**src/rtl/fetch_pkg.sv**
```systemverilog
// Shared types and constants for the instruction-fetch stage.
package fetch_pkg;

  typedef enum logic [1:0] {
    REQ  = 2'd0,
    WAIT = 2'd1,
    DROP = 2'd2
  } fetch_state_e;

  localparam logic [31:0] NOP_INSTR        = 32'h0000_0013;
  localparam logic [31:0] RESET_PC_DEFAULT = 32'h0000_0000;

  function automatic logic [31:0] next_word(input logic [31:0] addr);
    return addr + 32'd4;
  endfunction

endpackage

```
**src/rtl/fetch_hold_buf.sv**
```systemverilog
// One-entry holding register that parks a fetched instruction while decode is stalled.
module fetch_hold_buf
  import fetch_pkg::*;
(
  input  logic        clk,
  input  logic        rst,
  input  logic        load_i,
  input  logic        clear_i,
  input  logic [31:0] instr_i,
  input  logic [31:0] pc_i,
  output logic        full_o,
  output logic [31:0] instr_o,
  output logic [31:0] pc_o
);

  logic        full_q;
  logic [31:0] instr_q;
  logic [31:0] pc_q;

  // Clear takes priority so a redirect always empties the entry.
  always_ff @(posedge clk or posedge rst) begin
    if (rst) begin
      full_q  <= 1'b0;
      instr_q <= 32'h0;
      pc_q    <= 32'h0;
    end else if (clear_i) begin
      full_q <= 1'b0;
    end else if (load_i) begin
      full_q  <= 1'b1;
      instr_q <= instr_i;
      pc_q    <= pc_i;
    end
  end

  assign full_o  = full_q;
  assign instr_o = instr_q;
  assign pc_o    = pc_q;

endmodule

```
**src/rtl/fetch_stage.sv**
```systemverilog
// Instruction-fetch stage: fetch PC, one-outstanding imem handshake, stall buffer
// and the IF/ID pipeline register feeding decode.
module fetch_stage #(
  parameter logic [31:0] RESET_PC  = fetch_pkg::RESET_PC_DEFAULT,
  parameter logic [31:0] NOP_INSTR = fetch_pkg::NOP_INSTR
) (
  input  logic        clk,
  input  logic        rst,
  input  logic        stall,
  input  logic        redirect,
  input  logic [31:0] redirect_pc,
  output logic        imem_req,
  output logic [31:0] imem_addr,
  input  logic        imem_gnt,
  input  logic        imem_rvalid,
  input  logic [31:0] imem_rdata,
  output logic [31:0] instruction,
  output logic [31:0] pc_address,
  output logic        valid
);
  import fetch_pkg::*;

  fetch_state_e state_q, state_d;
  logic [31:0]  fetch_pc_q, fetch_pc_d;
  logic [31:0]  out_pc_q, out_pc_d;
  logic [31:0]  instr_q, instr_d;
  logic [31:0]  pc_q, pc_d;
  logic         valid_q, valid_d;

  logic         buf_full;
  logic         buf_load;
  logic         buf_clear;
  logic [31:0]  buf_instr;
  logic [31:0]  buf_pc;

  logic         grant;
  logic         resp;
  logic         unused_pc_lsbs;

  assign unused_pc_lsbs = ^redirect_pc[1:0];

  fetch_hold_buf u_hold_buf (
    .clk     (clk),
    .rst     (rst),
    .load_i  (buf_load),
    .clear_i (buf_clear),
    .instr_i (imem_rdata),
    .pc_i    (out_pc_q),
    .full_o  (buf_full),
    .instr_o (buf_instr),
    .pc_o    (buf_pc)
  );

  // A new request may chase a completing response in WAIT, giving one fetch per cycle.
  always_comb begin
    imem_req = 1'b0;
    if (!rst && !redirect && !buf_full) begin
      case (state_q)
        REQ:     imem_req = 1'b1;
        WAIT:    imem_req = imem_rvalid && !stall;
        default: imem_req = 1'b0;
      endcase
    end
  end

  assign grant     = imem_req && imem_gnt;
  assign resp      = (state_q == WAIT) && imem_rvalid;
  assign buf_load  = !redirect && stall && resp;
  assign buf_clear = redirect || (!stall && buf_full);

  always_comb begin
    state_d    = state_q;
    fetch_pc_d = fetch_pc_q;
    out_pc_d   = out_pc_q;
    instr_d    = instr_q;
    pc_d       = pc_q;
    valid_d    = valid_q;

    if (redirect) begin
      // A request still in flight leaves us in DROP so its response is thrown away.
      fetch_pc_d = {redirect_pc[31:2], 2'b00};
      instr_d    = NOP_INSTR;
      valid_d    = 1'b0;
      case (state_q)
        WAIT, DROP: state_d = imem_rvalid ? REQ : DROP;
        default:    state_d = REQ;
      endcase
    end else begin
      if (grant) begin
        out_pc_d   = fetch_pc_q;
        fetch_pc_d = next_word(fetch_pc_q);
      end

      case (state_q)
        REQ:     if (grant) state_d = WAIT;
        WAIT:    if (imem_rvalid) state_d = grant ? WAIT : REQ;
        DROP:    if (imem_rvalid) state_d = REQ;
        default: state_d = REQ;
      endcase

      if (!stall) begin
        if (buf_full) begin
          instr_d = buf_instr;
          pc_d    = buf_pc;
          valid_d = 1'b1;
        end else if (resp) begin
          instr_d = imem_rdata;
          pc_d    = out_pc_q;
          valid_d = 1'b1;
        end else begin
          instr_d = NOP_INSTR;
          valid_d = 1'b0;
        end
      end
    end
  end

  always_ff @(posedge clk or posedge rst) begin
    if (rst) begin
      state_q    <= REQ;
      fetch_pc_q <= RESET_PC;
      out_pc_q   <= RESET_PC;
      instr_q    <= NOP_INSTR;
      pc_q       <= RESET_PC;
      valid_q    <= 1'b0;
    end else begin
      state_q    <= state_d;
      fetch_pc_q <= fetch_pc_d;
      out_pc_q   <= out_pc_d;
      instr_q    <= instr_d;
      pc_q       <= pc_d;
      valid_q    <= valid_d;
    end
  end

  assign imem_addr   = fetch_pc_q;
  assign instruction = instr_q;
  assign pc_address  = pc_q;
  assign valid       = valid_q;

endmodule

```
**config.mk**
```make
export PLATFORM = sky130hd
export DESIGN_NAME = fetch_stage
export DESIGN_NICKNAME = d
export VERILOG_FILES = /design/src/rtl/fetch_pkg.sv /design/src/rtl/fetch_hold_buf.sv /design/src/rtl/fetch_stage.sv
export SDC_FILE = /design/constraint.sdc
export NUM_CORES = 1
export LEC_CHECK = 0
export ABC_CLOCK_PERIOD_IN_PS = 5600
export BUFFER_PORTS_ARGS = -buffer_cell sky130_fd_sc_hd__buf_2
export CAP_MARGIN = 40
export CORE_MARGIN = 4
export CORE_UTILIZATION = 50
export DETAILED_ROUTE_END_ITERATION = 8
export PLACE_DENSITY = 0.77
export SLEW_MARGIN = 20
export SYNTH_ARGS = -nofsm -noshare
export SYNTH_HDL_FRONTEND = slang
export SYNTH_SLANG_ARGS = --single-unit
```
**constraint.sdc**
```tcl
create_clock -name clk -period 5.6 [get_ports clk]
set_input_delay 0.56 -clock clk [delete_from_list [all_inputs] [get_ports clk]]
set_output_delay 0.56 -clock clk [all_outputs]
set_load 0.02 [all_outputs]
```
# == Yosys cells after proc, flatten, opt, wreduce, memory -nomap -nowiden ==
# Cells that the tools add are included.
# totals
output_inout_bits,98
mem_bits_ro,0
n_memories,0
ramBits,0
input_bits,70
latchBits,0
register_bits,196
# op_classes
mul,0
magnitude_cmp,0
n_addsub,1
n_bitwise,3
n_div,0
reduce_logical,22
n_mux,24
n_eq_ne,6
n_shift,0
# ops
operator,count
$mux 32,8
$add 32x3->32 const B,1
$mux 2,6
$ne 3x3->1 const B,3
$logic_and 1x1->1,8
$mux 1,8
$pmux 2 s3,1
$reduce_and 3->1,2
$reduce_bool 2->1,3
$logic_not 1->1,4
$reduce_and 2->1,2
$not 1->1,3
$eq 2x1->1 const B,1
$eq 2x2->1 const B,1
$logic_not 2->1,1
$ne 2x1->1 const B,1
$pmux 1 s2,1
$reduce_or 2->1,1
$logic_or 1x1->1,1

# == Depth between registers and ports, before layout ==
# logic_depth
ltp_word,9
ltp_mapped,9
ltp_nobuf,7

# == Hierarchy ==
# From an unflattened synthesis, not the netlist that was laid out.
# hier_totals
hier_cells,779
hier_area_um2,8836.0
# by_module_without_submodules
mod,n_inst,cells_each,seq_area_each_um2,area_each_um2
fetch_stage,1,639,3181.8,6098.3
fetch_hold_buf,1,140,1626.6,2737.6

# == Least setup slack after synthesis ==
# No wires, ideal clock.
# synth_timing
kind,reg2out
from,register state_q[1]
to,output imem_req
stages_incl_launch_ff,7
slack_ps,3354
t_required_ps,5040
path_buffers,1
t_arrival_ps,1686
path_cell_list,dfrtp_1 -> inv_1 -> ha_1 -> and3b_1 -> buf_2 -> nor2_1 -> nor4_1
# synth_via
elab_chain_len,3
elab_cells_between_ends,4
# synth_lines
element,line,source
start: declaration,fetch_stage.sv:23,"fetch_state_e state_q, state_d;"
start signal: assignment,fetch_stage.sv:127,state_q <= state_d;
$eq 2x1->1 / $logic_not 2->1 (equally long branches),fetch_stage.sv:58,case (state_q)
$pmux 1 s2 *,fetch_stage.sv:58,
$mux 1 *,fetch_stage.sv:57,if (!rst && !redirect && !buf_full) begin
end: declaration,fetch_stage.sv:12,"output logic imem_req,"
# Every way passes the cells marked *; elsewhere a longest branch is shown, timed or not.

# == Final worst setup path ==
# Same ends and word-level chain as after synthesis.

==> impl_results.md <==
- Worst-Margin Slew: about 0.88 ns
- Crit Path Category: flip-flop to primary output
- Switching Fraction: 0.3105
- CTS tree: yes
- CTS Hold Bufs: 0
- Drt first pass iters: 4
- GP Congestion: 0.7925
- Clock latency on the worst-skew pair: around 0.42 ns
- Cells after Synth: ~700
- Share of total power in sequential cells: 0.463
- Vias in the first global route: 5632
- Count of final setup violators: 0
- Clock Tree Root: clkbuf_16
- Cell Area, Synth: 8310 um^2
- Avg Inst Size Synth: roughly 12 um^2
- RSZ-0062 raised after global routing: false
- Most frequent cells in the layout: dfrtp_1, buf_2, mux2_2
- Global Route met1 Usage: 0.2655
- Vias after detailed routing: about 5700
- Netlist cell types: 43
- Remaining routing DRC violations: 0
- Drt total wl: roughly 18000 um
- Clock Pin Slew Worst Setup and Hold Paths: approximately 0.07 ns
- Critical path arrival: around 2.2 ns
- Area grow syn2layout: 19.69%
- Slew headroom: 0.4104
- Seq cells post-synth: 188
- DPL Wire Length: 12110 um
- Clock skew: roughly 0.01 ns
- DRT antenna net count: 0
- Global routing usage on met3: 0.04669
- Setup crit end kind: primary output
- Max Buffers Root-to-Sink: 2
- Initial antenna violation count: 1
- Max Slew Vio Count: 0
- Core area: between 15000 and 20000 um^2
- Pwr Density: approximately 460 nW/um^2
- Share of layout cells above drive strength 1: 0.3709
- Wire length of the first global-routing pass: ~29000 um
- Fin crit share: 0.4991
- Yosys Warn Count: 0
- GR Util All Layers: 0.1957
- Logic pwr share: 0.251
- Max cap viols: 0
- Final hold violations: 0
- Peak VDD IR: 0.3565 mV
- Post-cts repair resize count: 0
- TritonCTS Buffers: 17
- Proportion of netlist area held by the largest area contributor: 0.5571
- IO Port Bufs: roughly 160
- GRT busiest layer: met2
- Clock share of power: 0.287
- Die Y-Extent: ~140 um
- Ranking of synthesized cells by area: dfrtp_1, mux2_2, mux2i_1
- Fmax: around 0.36 GHz
- Clock sinks: approximately 190
- LEAKAGE: around 4.6 nW
- Die W: ~140 um
- Leading cell type in the layout, fill and taps excluded: dfrtp_1
- Setup repair bufs after CTS: 0
- Crit path time final: between 2 and 3 ns
- Largest net degree at the start of global routing: ~170
- Overflow after GRT: 0
- Outcome: completed
- Top-Level Pins: around 170
- Detailed-route wire length per cell: ~17 um
- Vias per std cell: 5.329
- Type of origin of the critical path: flip-flop
- H-tree depth: 4
- Finished Cell Area: between 9000 and 10000 um^2
- Switching power of the nets: between 0.001 and 0.0015 W
- Sequential area share after synthesis: 0.5665
- Initial core utilization: 0.5175
- Grt met2 use: 0.3166
- Dpl cell area: 9310 um^2
- Crit Path Max Fanout: 7
- Layout Nets: a little over 900
- Yosys top cell by area: dfrtp_1
- Die area: around 19000 um^2
- # rows: 46
- DRT iter0 DRCs: slightly above 300
- Hold crit path type: input pin to asynchronous set/reset pin
- Critical Path RT: just over 5 ns
- Final antenna diode count: 0
- Int Pwr: ~0.0031 W
- Setup tns final: 0 ns
metrics by stage:
stage                     power [W]  instances    util  setup WS, ns  hold WS [ns]
final                      0.004542       1068  0.6194         2.805        0.1657
after global routing       0.004800       1068  0.6194         2.641        0.1852
after CTS                  0.004589       1068  0.6194         2.763        0.1571
after detailed placement   0.003286       1037  0.5798         2.766        0.4653
after global placement     0.003211       1035  0.5768         2.717        0.4531
after floorplan            0.002891        700       -         2.622        0.4737
cell type report:
| cell class | count | area, um^2 |
|---|---|---|
| sequential | 188 | 4712 |
| multi-input combinational | 458 | 3395 |
| fill | 1293 | 6111 |
| clock inverter | 12 | 183.9 |
| clock buffer | 19 | 452.9 |
| inverter | 7 | 30.03 |
| timing repair buffer | 168 | 903.4 |
| tap | 216 | 270.3 |
per-layer routing:
layer | part of all wire | vias up
met5 | 0.00039 | -
met4 | 0.012 | 2
met3 | 0.058 | 19
met2 | 0.47 | 141
met1 | 0.46 | 2801
li1 | - | 2728
sequential cells by signal, indices dropped and copies added (netlist names):
register / flops
out_pc_q: 30
u_hold_buf.full_o: 1
u_hold_buf.instr_o: 32
instruction: 32
valid: 1
state_q: 2
u_hold_buf.pc_o: 30
imem_addr: 30
pc_address: 30
path summary, 6_finish.rpt:
path,start,to,slack (ns),cells past startpoint
hold reg to reg,instruction[6],instruction[6],0.47,2
setup / recovery,state_q[1],imem_req,2.81,6
min in group clk,redirect_pc[3],imem_addr[3],0.34,3
hold / removal,rst,out_pc_q[20],0.17,2
setup reg to reg,state_q[1],out_pc_q[26],2.96,7
max in group asynchronous,rst,u_hold_buf.full_o,4.19,3
critical path, stage by stage, from the launching register on:
cell	delay [ns]
dfrtp_1	0.39
inv_1	0.08
ha_1	0.31
and3b_1	0.44
nor2_1	0.08
nor4_1	0.27
buf_2	0.23
power by group through the flow:
stage          registers, W  logic, W  clock network [W]
5_1_grt             0.00217   0.00125            0.00138
4_1_cts             0.00211   0.00116            0.00132
6_report            0.00210   0.00114            0.00130
2_1_floorplan       0.00224  0.000654                  0
3_5_place_dp        0.00213   0.00116                  0
3_3_place_gp        0.00210   0.00111                  0
synth_stat cells (all sizes together):
cell type and number:
nand4 6, clkbuf 31, ha 4, o31ai 1, dfstp 3, a21oi 8, nand2b 3, nor2 9
o21a 1, xnor2 16, buf 16, o2111ai 2, nand2 102, or3 1, mux2 103, nor2b 1
inv 7, o21bai 1, and2 1, dfrtp 185, o21ai 80, o22a 3, nor3b 1, mux2i 58
conb 1, nand4b 2, and3 4, xor2 12, nor4 11, and3b 1, nor3 10, nand3 6
and4 5, o211ai 1, o31a 1
kinds of logic after synthesis:
| group | Yosys count | synth area share |
|---|---|---|
| flip-flops | 188 | 0.5665 |
| AND/OR/NAND/NOR | 163 | 0.09335 |
| multiplexers | 161 | 0.2094 |
| AO/OA/AOI/OAI | 98 | 0.06550 |
| buffers and inverters | 54 | 0.02921 |
| XOR/XNOR | 28 | 0.02951 |
| adder cells (fa/ha/maj) | 4 | 0.006023 |
| other | 1 | 0.0004512 |
No activity file was read; power rests on OpenSTA's default activity.
